<file path="config.mk">
export PLATFORM = sky130hd
export DESIGN_NAME = mem_access_scheduler_flat
export DESIGN_NICKNAME = d
export VERILOG_FILES = /design/src/rtl/mem_access_scheduler_if.sv /design/src/rtl/mem_access_scheduler.sv /design/src/flat_wrapper.sv
export SDC_FILE = /design/constraint.sdc
export NUM_CORES = 1
export LEC_CHECK = 0
export BUFFER_PORTS_ARGS = -buffer_cell sky130_fd_sc_hd__buf_4
export CAP_MARGIN = 10
export CORE_ASPECT_RATIO = 1.1
export CORE_MARGIN = 1
export CORE_UTILIZATION = 45
export DETAILED_ROUTE_END_ITERATION = 10
export GPL_TIMING_DRIVEN = 0
export HOLD_SLACK_MARGIN = 0.03
export PLACE_DENSITY = 0.75
export SYNTH_ARGS = -nofsm -noshare
export SYNTH_HDL_FRONTEND = slang
export SYNTH_SLANG_ARGS = --single-unit
</file>
<file path="constraint.sdc">
create_clock -name clk -period 2.7 [get_ports clk]
set_input_delay 0.54 -clock clk [delete_from_list [all_inputs] [get_ports clk]]
set_output_delay 0.54 -clock clk [all_outputs]
set_load 0.01 [all_outputs]
</file>
<file path="src/rtl/mem_access_scheduler_if.sv">
// Request, response and memory-port bundle for mem_access_scheduler.
// Handshake: a write or read request transfers on a rising clk edge where valid && ready are both high; ready never depends on valid; the response side has no ready and must be taken when rsp_valid is high.
interface mem_access_scheduler_if;
  logic        wr_valid;
  logic        wr_ready;
  logic [10:0] wr_addr;
  logic [7:0]  wr_data;
  logic        rd_valid;
  logic        rd_ready;
  logic [10:0] rd_addr;
  logic        rsp_valid;
  logic [7:0]  rsp_data;
  logic [10:0] rsp_addr;
  logic        mem_ren;
  logic        mem_wen;
  logic [10:0] mem_raddr;
  logic [10:0] mem_waddr;
  logic [7:0]  mem_din;
  logic [7:0]  mem_dout;

  modport master (
    output wr_valid, wr_addr, wr_data, rd_valid, rd_addr, mem_dout,
    input  wr_ready, rd_ready, rsp_valid, rsp_data, rsp_addr,
           mem_ren, mem_wen, mem_raddr, mem_waddr, mem_din
  );

  modport slave (
    input  wr_valid, wr_addr, wr_data, rd_valid, rd_addr, mem_dout,
    output wr_ready, rd_ready, rsp_valid, rsp_data, rsp_addr,
           mem_ren, mem_wen, mem_raddr, mem_waddr, mem_din
  );
endinterface

</file>
<file path="src/rtl/mem_access_scheduler.sv">
// Schedules unbuffered reads and FIFO-buffered writes onto a 1R1W memory,
// giving reads priority on same-array conflicts with a starvation-forced write drain.
module mem_access_scheduler #(
  parameter int WR_DEPTH     = 4,
  parameter int STARVE_LIMIT = 4
) (
  input  logic                  clk,
  input  logic                  rst_n,
  mem_access_scheduler_if.slave bus,
  output logic                  dbg_drain_o
);
  localparam int PW = $clog2(WR_DEPTH);
  localparam int CW = PW + 1;
  localparam int SW = $clog2(STARVE_LIMIT + 1);

  typedef enum logic {ST_NORMAL, ST_DRAIN} state_e;

  state_e          state_q, state_d;
  logic [10:0]     addr_mem_q [WR_DEPTH];
  logic [7:0]      data_mem_q [WR_DEPTH];
  logic [PW-1:0]   wr_ptr_q, wr_ptr_d;
  logic [PW-1:0]   rd_ptr_q, rd_ptr_d;
  logic [CW-1:0]   count_q, count_d;
  logic [SW-1:0]   stall_q, stall_d;
  logic            rsp_valid_q;
  logic [10:0]     rsp_addr_q;

  logic            empty;
  logic            ren;
  logic            conflict;
  logic            push;
  logic            pop;
  logic [10:0]     head_addr;
  logic [7:0]      head_data;

  assign empty     = (count_q == '0);
  assign head_addr = addr_mem_q[rd_ptr_q];
  assign head_data = data_mem_q[rd_ptr_q];

  // No push-through: a full FIFO refuses writes even when the head pops this cycle.
  assign bus.wr_ready = (count_q < CW'(WR_DEPTH)) && rst_n;
  assign bus.rd_ready = (state_q == ST_NORMAL) && rst_n;

  assign ren      = bus.rd_valid && bus.rd_ready;
  assign conflict = !empty && ren && (head_addr[10:7] == bus.rd_addr[10:7]);
  assign pop      = !empty && !conflict;
  assign push     = bus.wr_valid && bus.wr_ready;

  assign bus.mem_ren   = ren;
  assign bus.mem_raddr = bus.rd_addr;
  assign bus.mem_wen   = pop;
  assign bus.mem_waddr = head_addr;
  assign bus.mem_din   = head_data;

  assign bus.rsp_valid = rsp_valid_q;
  assign bus.rsp_addr  = rsp_addr_q;
  assign bus.rsp_data  = bus.mem_dout;

  assign dbg_drain_o = (state_q == ST_DRAIN);

  always_comb begin
    wr_ptr_d = wr_ptr_q + PW'(push);
    rd_ptr_d = rd_ptr_q + PW'(pop);
    count_d  = count_q + CW'(push) - CW'(pop);
    stall_d  = '0;
    state_d  = state_q;

    if (conflict) begin
      stall_d = (stall_q == SW'(STARVE_LIMIT)) ? stall_q : stall_q + SW'(1);
    end

    // Entering DRAIN as the count reaches the limit blocks reads on the very next cycle.
    case (state_q)
      ST_NORMAL: if (stall_d == SW'(STARVE_LIMIT)) state_d = ST_DRAIN;
      ST_DRAIN:  state_d = ST_NORMAL;
      default:   state_d = ST_NORMAL;
    endcase
  end

  always_ff @(posedge clk or negedge rst_n) begin
    if (!rst_n) begin
      state_q     <= ST_NORMAL;
      wr_ptr_q    <= '0;
      rd_ptr_q    <= '0;
      count_q     <= '0;
      stall_q     <= '0;
      rsp_valid_q <= 1'b0;
      rsp_addr_q  <= '0;
    end else begin
      state_q     <= state_d;
      wr_ptr_q    <= wr_ptr_d;
      rd_ptr_q    <= rd_ptr_d;
      count_q     <= count_d;
      stall_q     <= stall_d;
      rsp_valid_q <= ren;
      rsp_addr_q  <= bus.mem_raddr;
    end
  end

  // Entry storage needs no reset; occupancy is governed by count_q.
  always_ff @(posedge clk) begin
    if (push) begin
      addr_mem_q[wr_ptr_q] <= bus.wr_addr;
      data_mem_q[wr_ptr_q] <= bus.wr_data;
    end
  end
endmodule
</file>
<file path="src/flat_wrapper.sv">
// flat-port wrapper written by rule: the top's interface ports become plain ports
module mem_access_scheduler_flat 
#(
  parameter int WR_DEPTH     = 4,
  parameter int STARVE_LIMIT = 4
)
  (clk, rst_n, dbg_drain_o, bus_wr_valid, bus_wr_addr, bus_wr_data, bus_rd_valid, bus_rd_addr, bus_mem_dout, bus_wr_ready, bus_rd_ready, bus_rsp_valid, bus_rsp_data, bus_rsp_addr, bus_mem_ren, bus_mem_wen, bus_mem_raddr, bus_mem_waddr, bus_mem_din);
  mem_access_scheduler_if bus_i ();
  input  logic clk;
  input  logic rst_n;
  output logic dbg_drain_o;
  input wire logic [$bits(bus_i.wr_valid)-1:0] bus_wr_valid;
  input wire logic [$bits(bus_i.wr_addr)-1:0] bus_wr_addr;
  input wire logic [$bits(bus_i.wr_data)-1:0] bus_wr_data;
  input wire logic [$bits(bus_i.rd_valid)-1:0] bus_rd_valid;
  input wire logic [$bits(bus_i.rd_addr)-1:0] bus_rd_addr;
  input wire logic [$bits(bus_i.mem_dout)-1:0] bus_mem_dout;
  output wire logic [$bits(bus_i.wr_ready)-1:0] bus_wr_ready;
  output wire logic [$bits(bus_i.rd_ready)-1:0] bus_rd_ready;
  output wire logic [$bits(bus_i.rsp_valid)-1:0] bus_rsp_valid;
  output wire logic [$bits(bus_i.rsp_data)-1:0] bus_rsp_data;
  output wire logic [$bits(bus_i.rsp_addr)-1:0] bus_rsp_addr;
  output wire logic [$bits(bus_i.mem_ren)-1:0] bus_mem_ren;
  output wire logic [$bits(bus_i.mem_wen)-1:0] bus_mem_wen;
  output wire logic [$bits(bus_i.mem_raddr)-1:0] bus_mem_raddr;
  output wire logic [$bits(bus_i.mem_waddr)-1:0] bus_mem_waddr;
  output wire logic [$bits(bus_i.mem_din)-1:0] bus_mem_din;
  assign bus_i.wr_valid = bus_wr_valid;
  assign bus_i.wr_addr = bus_wr_addr;
  assign bus_i.wr_data = bus_wr_data;
  assign bus_i.rd_valid = bus_rd_valid;
  assign bus_i.rd_addr = bus_rd_addr;
  assign bus_i.mem_dout = bus_mem_dout;
  assign bus_wr_ready = bus_i.wr_ready;
  assign bus_rd_ready = bus_i.rd_ready;
  assign bus_rsp_valid = bus_i.rsp_valid;
  assign bus_rsp_data = bus_i.rsp_data;
  assign bus_rsp_addr = bus_i.rsp_addr;
  assign bus_mem_ren = bus_i.mem_ren;
  assign bus_mem_wen = bus_i.mem_wen;
  assign bus_mem_raddr = bus_i.mem_raddr;
  assign bus_mem_waddr = bus_i.mem_waddr;
  assign bus_mem_din = bus_i.mem_din;
  mem_access_scheduler #(.WR_DEPTH(WR_DEPTH), .STARVE_LIMIT(STARVE_LIMIT)) u_core (.clk(clk), .rst_n(rst_n), .bus(bus_i), .dbg_drain_o(dbg_drain_o));
endmodule
</file>
# Yosys cells after proc, flatten, opt, wreduce, memory -nomap -nowiden
# Memories as Yosys holds them, arrays and structs flattened.
# Index checks and enable logic that the tools add are counted.
# totals
regBits,23
ramBits,76
input_bits,42
output_inout_bits,55
word_cells,35
memories,2
# op_classes
add_sub_neg,5
order_cmp,1
n_eq_ne,3
muxes,6
bitwise_logic,1
n_reduce_logical,10
# mem_list
memory,words,word_bits,rd,rd_ports_with_merged_regs,wr,line,rtl
u_core.addr_mem_q,4,11,1,0,1,mem_access_scheduler.sv:19,logic [10:0] addr_mem_q [WR_DEPTH];
u_core.data_mem_q,4,8,1,0,1,mem_access_scheduler.sv:20,logic [7:0] data_mem_q [WR_DEPTH];
# ops
cell,count
1-bit logical AND,7
"3-bit == test, second input constant",2
3-bit 2-to-1 mux,2
2-bit by 1-bit adder with 2-bit output,2
4-bit == test,1
3-bit by 1-bit adder with 3-bit output,1
"3-bit by 1-bit adder with 3-bit output, second input constant",1
3-bit logical NOT,1
"3-bit < comparator, second input constant",1
1-bit 2-to-1 mux,3
3-bit by 1-bit subtractor with 3-bit output,1
1-bit logical NOT,2
1-bit case mux with 2 select lines,1
1-bit inverter,1

# Longest topological paths before layout
# Gate-level depths: netlist of run 1.
# depth
depth_word,9
mapped_depth,11
depth_no_buf,10

# Worst setup path after synthesis of run 1
# No wires, ideal clock.
# synth_timing
kind,reg2reg
from,register u_core.rd_ptr_q[0]
to,register u_core.count_q[2]
setup_ns,0.123
arrival_time_ns,2.786
setup_slack_ns,-0.208
path_stages_with_launch,12
n_path_buf,1
period_less_slack_ns,2.908
path_cell_list,dfrtp_1 buf_6 mux4_1 xnor2_1 nand2_1 o21ba_1 ha_1 inv_1 ha_1 fa_1 xor2_1 xnor2_1
# synth_between
elab_chain_cells,6
# synth_lines
item,line,rtl
"start, declared",mem_access_scheduler.sv:22,"logic [PW-1:0] rd_ptr_q, rd_ptr_d;"
"start signal, assigned",mem_access_scheduler.sv:92,rd_ptr_q <= rd_ptr_d;
memory 4 x 11 bit,--,
via bus_mem_waddr[9],flat_wrapper.sv:26,output wire logic [$bits(bus_i.mem_waddr)-1:0] bus_mem_waddr;
4-bit == test,mem_access_scheduler.sv:45,assign conflict = !empty && ren && (head_addr[10:7] == bus.rd_addr[10:7]);
1-bit logical AND,mem_access_scheduler.sv:45,
1-bit logical NOT,mem_access_scheduler.sv:46,assign pop = !empty && !conflict;
1-bit logical AND,mem_access_scheduler.sv:46,
via bus_mem_wen,flat_wrapper.sv:24,output wire logic [$bits(bus_i.mem_wen)-1:0] bus_mem_wen;
3-bit by 1-bit subtractor with 3-bit output,mem_access_scheduler.sv:64,count_d = count_q + CW'(push) - CW'(pop);
via u_core.count_d[2],mem_access_scheduler.sv:23,"logic [CW-1:0] count_q, count_d;"
"end signal, assigned",mem_access_scheduler.sv:93,count_q <= count_d;
"end, declared",mem_access_scheduler.sv:23,
# The timed path passes the listed nets, and every way through them passes these cells.

# Final worst setup path of run 1
# layout_timing
from,register u_core.rd_ptr_q[0]
to,register u_core.count_q[2]
# layout_between
elab_chain_cells,6
# layout_lines
item,line
memory 4 x 11 bit,--
4-bit == test,mem_access_scheduler.sv:45
1-bit logical AND,mem_access_scheduler.sv:45
1-bit logical NOT,mem_access_scheduler.sv:46
1-bit logical AND,mem_access_scheduler.sv:46
3-bit by 1-bit subtractor with 3-bit output,mem_access_scheduler.sv:64
via u_core.count_d[2],mem_access_scheduler.sv:23
# The timed path passes the listed nets, and every way through them passes these cells.

==> results.cfg, run 1 <==
[power]
power_frac_seq_pct = 44.2
p_sw_share_pct = 30.1
p_switching_mw = 1.28
combPwrFrac_pct = 35.0
intPower_mw = 2.98
p_leak_nw = 1.99
power.density_nw_per_um2 = 852
clkPwrFrac_pct = 20.7
peakVddDrop_mv = 0.533

[sta]
grt_setup_unrepaired = yes
hold_viol_final = 0
relSlewSlack_pct = 35.9
period_share_pct = 103
fin_worst_skew_ns = 0.00700
finalWorstSetupSlack_ns = -0.0827
worstMarginPinSlew_ns = 0.962
min_period_ns = 2.78
clock.fmax_ghz = 0.359
setup_viol = 2
slew_viol_final = 0
fin_tns_setup_ns = -0.158

[grt]
globalRouteOverflowTotal = 0
grt_pass1_wl_um = 10300
first_global_vias = 2058
grt_max_degree = 26
antenna_found_initial = 0
grtUsageTotal_pct = 15.6

[critical_path]
end_kind = flop
cp.arrival_ns = 3.04
path_class = flop to flop
critPathLaunchType = flop
cp.required_ns = 2.96
critPathMaxFanout = 6

[place]
post-place-ws_ns = -0.229
hpwl_um = 4440
gp_congestion = 0.711
io_buffers = 88

[yosys]
yosysTopAreaCellShare_pct = 59.7
synth_edf_count = 76
syn-num-nets = 235
synth_common_cells = 76 x edfxtp_1, 23 x dfrtp_1, 19 x buf_4
yosys.area.top_type = edfxtp_1
synth.distinct_cells = 26
synth.avg_cell_area_um2 = 20.6
ys.flop_type = edfxtp_1
syn-cell-area_um2 = 3820
synth_area_leaders = edfxtp_1 60%, dfrtp_1 15%, mux4_2 7.7%
synth-seq-cells = 99
yosysSeqAreaShare_pct = 74.7
syn_inst = 186
post-synth-top-count-cell = edfxtp_1
async_flop_share_pct = 23.2
yosys_warnings = 0

[finish]
drive_gt1_share_pct = 55.4
n_fill_cell = 603
area_delta_synth_final_pct = 30.7
register_area_um2 = 2860
multi_input_area_um2 = 862
diodes = 0
nets = 343

[routing]
drcViolationCount = 0
vias_per_cell = 4.90
highest_layer = met4
via_count = 1989
wl_met2_um = 3190
wl_met3_um = 509
wl_met1_um = 2560
drt_first_iter_violations = 117
first_pass_iters = 6
wl_um = 6400
antenna_left = 0
wl_per_cell_um = 15.8

[die]
die_h_um = 98.7
core_um2 = 8080
io_pins = 97
fp.dieW_um = 89.9
rows = 34
start_util_pct = 47.3
die-area_um2 = 8870

[clock_tree]
cts_root_buffer = clkbuf_8
cts_tree = yes
htree_levels = 3
cts.clk_slew.worst_paths_ns = 0.10
numClockSinks = 99
cts_hold_buf = 0
clkLatencyLatePin_ns = 0.36
cts_made_buffers = 9
cts_max_path_buffers = 2

[run_status]
status = finished, violations left
violations = setup timing

[worst_hold_path]
hold_path_class = input port to asynchronous set/reset pin

[run]
drv_cap = 0
==> area by class of cell <==
| class | instances | area share [%] |
|---|---|---|
| Sequential cell | 99 | 57.2 |
| Multi-Input combinational cell | 56 | 17.3 |
| Timing Repair Buffer | 98 | 15.3 |
| Buffer | 22 | 3.36 |
| Tap cell | 108 | 2.70 |
| Clock buffer | 9 | 2.48 |
| Clock inverter | 6 | 1.15 |
| Inverter | 8 | 0.601 |
==> worst paths after layout <==
| path | slack [ns] | from | cells past startpoint | end |
|---|---|---|---|---|
| worst min-delay path | 0.05 | rst_n | 1 | u_core.bus.rsp_addr[3]$_DFF_PN0_ |
| max in group asynchronous | 2.41 | rst_n | 1 | u_core.stall_q[1]$_DFF_PN0_ |
| min in group clk | 0.29 | bus_rd_addr[2] | 1 | u_core.bus.rsp_addr[2]$_DFF_PN0_ |
| worst max register to register | -0.08 | u_core.rd_ptr_q[0]$_DFF_PN0_ | 11 | u_core.count_q[2]$_DFF_PN0_ |
| worst min register to register | 0.51 | u_core.count_q[2]$_DFF_PN0_ | 1 | u_core.count_q[2]$_DFF_PN0_ |
| worst max-delay path | -0.08 | u_core.rd_ptr_q[0]$_DFF_PN0_ | 11 | u_core.count_q[2]$_DFF_PN0_ |
==> metrics by stage <==
stage | util [%] | power (mW) | hold WS (ns) | std cells | instance area, um^2
floorplan | - | 2.75 | 0.244 | 186 | 3870
global placement | 57.7 | 3.26 | 0.452 | 382 | 4660
detailed placement | 58.5 | 3.33 | 0.452 | 386 | 4730
CTS | 61.0 | 4.23 | 0.0578 | 403 | 4930
global route | 61.8 | 4.47 | 0.0650 | 406 | 5000
finish | 61.8 | 4.26 | 0.0544 | 406 | 5000
==> worst max-delay path: stages, from the launching register on <==
cell and delay (ns):
dfrtp_1 0.39, buf_8 0.14, mux4_2 0.58, xnor2_4 0.19
nand4b_4 0.12, o21ba_4 0.22, ha_4 0.25, inv_2 0.03
ha_4 0.14, fa_2 0.35, xor2_2 0.15, xnor2_1 0.12
==> routing by layer <==
layer / vias to the layer above / global-route usage (%)
met5: - / 0
met4: 0 / 6.82
met3: 12 / 5.02
met2: 86 / 26.4
met1: 978 / 18.5
li1: 913 / -
==> registers in the layout, indices dropped and copies added, names as in the netlist <==
signal / flops
u_core.addr_mem_q: 44
u_core.data_mem_q: 32
u_core.stall_q: 3
u_core.bus.rsp_addr: 11
u_core.wr_ptr_q: 2
u_core.rd_ptr_q: 2
u_core.dbg_drain_o: 1
u_core.bus.rsp_valid: 1
u_core.count_q: 3
==> power groups by stage <==
stage	Sequential [mW]	Combinational, mW	Clock, mW
floorplan	1.89	0.858	0
global placement	1.90	1.36	0
detailed placement	1.91	1.42	0
CTS	1.88	1.45	0.895
global route	1.90	1.62	0.949
finish	1.88	1.49	0.883
==> logic make-up after synthesis <==
| family | share of synthesized area, % |
|---|---|
| xor gates and xnor gates | 2.45 |
| and+or+nand+nor | 2.98 |
| adders and majority gates | 2.49 |
| buffers and inverters | 5.17 |
| AOI/OAI and AO/OA | 0.393 |
| DFF | 74.7 |
| muxes | 11.8 |
==> timing repair <==
item	in CTS	in global routing
setup buffers	3	3
resized for setup	2	6
setup endpoints to repair	12	3
pin swaps	6	3
==> layout by cell type (no fill, tap or decap), types with 2 or more instances in the layout <==
cell type and count:
buf_2 2, nor2b_1 2, buf_6 3, clkbuf_8 9
dfrtp_1 23, inv_1 7, inv_8 2, xnor2_2 3
edfxtp_1 76, buf_8 3, mux4_1 5, mux4_2 14
buf_4 112, xnor2_1 2, xor2_1 2, nor3_1 5
nand2_1 3, clkinv_4 3, ha_1 4, ha_4 2
Power figures use the tool's default switching activity.
==> run 2, diff against run 1 <==
- CELL_PAD_IN_SITES_DETAIL_PLACEMENT: not set -> 0
- CELL_PAD_IN_SITES_GLOBAL_PLACEMENT: not set -> 1
- CORE_UTILIZATION: 45 -> 40
- PLACE_DENSITY: 0.75 -> 0.78
==> run 2 against run 1 <==
Non-clock buffer count fell by 1. Sequential power about the same. Largest cell class unchanged. Clock skew about the same. Global-route usage shrank 1.5 points. Critical endpoint unchanged. Clock-buffer cell count did not move. Critical path depth did not move. Die area increased by 12%. First-iteration DRC count decreased by 26%. Cell count rose by 2.2%. Register-to-register slack barely moved. Sequential share of layout area rose by 0.32 points. The run still ends with setup timing left.
==> results.cfg, run 2 (synthesis gave the netlist of run 1 again) <==
[run_status]
status = finished, violations left
violations = setup timing

[place]
hpwl_um = 4470
post-place-ws_ns = -0.221
io_buffers = 88
placed_cell_area_um2 = 4740
gp_congestion = 0.729

[finish]
largest_register = u_core.addr_mem_q
multi_input_area_um2 = 836
register_area_um2 = 2860
final_cell_mix = 112 x buf_4, 76 x edfxtp_1, 23 x dfrtp_1
utilization_pct = 53.4
final_common_cell = buf_4
drive_gt1_share_pct = 54.4
largest_reg_flops = 44
diodes = 0
nets = 342
final_cell_area_um2 = 4970
area_delta_synth_final_pct = 29.9
n_fill_cell = 764

[die]
fp.dieW_um = 95.2
die-area_um2 = 9950
die_h_um = 105
core_um2 = 9310
rows = 37
io_pins = 97
start_util_pct = 41.1

[power]
clkPwrFrac_pct = 20.9
intPower_mw = 2.93
combPwrFrac_pct = 34.1
p_leak_nw = 1.97
p_sw_share_pct = 29.9
p_total_mw = 4.18
p_switching_mw = 1.25
power.density_nw_per_um2 = 841
peakVddDrop_mv = 0.495
power_frac_seq_pct = 44.9

[clock_tree]
cts_made_buffers = 9
cts.clk_slew.worst_paths_ns = 0.10
cts_tree = yes
cts_hold_buf = 0
cts_max_path_buffers = 2
cts_root_buffer = clkbuf_8
clkLatencyLatePin_ns = 0.35
htree_levels = 3
numClockSinks = 99

[routing]
first_pass_iters = 6
vias_per_cell = 4.83
antenna_left = 0
wl_um = 6550
wl_per_cell_um = 15.8
drt_first_iter_violations = 86
via_count = 2003
drcViolationCount = 0

[grt]
antenna_found_initial = 0
globalRouteOverflowTotal = 0
first_global_vias = 2058
grtUsageTotal_pct = 14.1
grt_pass1_wl_um = 10300
grt_max_degree = 26

[critical_path]
path_class = flop to flop
crit_path_end = u_core.count_q[2]$_DFF_PN0_
ff2ff_path_depth = 11
critPathLaunchType = flop
r2r_setup_slack_ns = -0.07
end_kind = flop
cp.required_ns = 2.95
rr_startpoint = u_core.rd_ptr_q[0]$_DFF_PN0_
critPathMaxFanout = 6
cp.arrival_ns = 3.02
worstSetupStartpoint = u_core.rd_ptr_q[0]$_DFF_PN0_
reg2reg_to = u_core.count_q[2]$_DFF_PN0_

[run]
drv_cap = 0

[sta]
relSlewSlack_pct = 34.2
clock.fmax_ghz = 0.361
grt_setup_unrepaired = yes
period_share_pct = 103
fin_worst_skew_ns = 0.00677
whs_ns = 0.0741
slew_viol_final = 0
setup_viol = 1
min_period_ns = 2.77
finalWorstSetupSlack_ns = -0.0689
worstMarginPinSlew_ns = 0.988
hold_viol_final = 0

[worst_hold_path]
hold_path_class = input port to asynchronous set/reset pin
[run 2: area by class of cell]
cell class	instances	share of cell area, %
sequential	99	57.5
multi-input combinational	56	16.8
timing repair buffer	97	15.1
buffer	22	3.30
tap	117	2.95
clock buffer	9	2.49
clock inverter	7	1.21
inverter	8	0.604
[run 2: metal layers]
layer  vias to the layer above  global-route usage [%]  wire (um)
met4                         0                    3.90         37
met2                        85                    23.4       3300
met5                         -                       0          0
li1                        910                       -          -
met1                      1004                    17.5       2710
met3                         4                    4.51        509
[run 2: what timing repair did]
item	CTS	global route
gates resized for setup	0	3
setup buffers	3	2
setup endpoints to repair	3	13
pin swaps	7	3
[run 2: per-stage QoR]
step	std cells	setup TNS [ns]
finish	415	-0.0689
global placement	391	-45.69
CTS	414	-0.209
detailed placement	395	-1.74
global route	415	-0.285
floorplan	186	-0.126
[run 2: worst max-delay path, cell delays in order, from the launching register on]
cell      delay, ns
dfrtp_1        0.38
buf_6          0.14
mux4_2         0.55
xnor2_2        0.20
nand4b_4       0.12
o21ba_4        0.22
ha_4           0.25
inv_2          0.03
ha_4           0.14
fa_2           0.33
xor2_1         0.16
xnor2_1        0.12
[run 2: power by group through the flow]
stage	clock, mW	combinational, mW	sequential [mW]
after floorplan	0	0.858	1.89
after global placement	0	1.36	1.90
after detailed placement	0	1.40	1.91
after CTS	0.917	1.44	1.88
after global routing	0.971	1.56	1.89
final	0.875	1.43	1.88
[run 2: worst min path at each step]
stage | endpoint | slack (ns) | depth (start not counted)
finish | u_core.wr_ptr_q[0]$_DFF_PN0_ | 0.07 | 1
global placement | u_core.bus.rsp_addr[7]$_DFF_PN0_ | 0.46 | 1
CTS | u_core.bus.rsp_addr[3]$_DFF_PN0_ | 0.06 | 1
global route | u_core.bus.rsp_addr[3]$_DFF_PN0_ | 0.08 | 1
floorplan | u_core.bus.rsp_addr[0]$_DFF_PN0_ | 0.24 | 0
detailed placement | u_core.bus.rsp_addr[10]$_DFF_PN0_ | 0.46 | 1
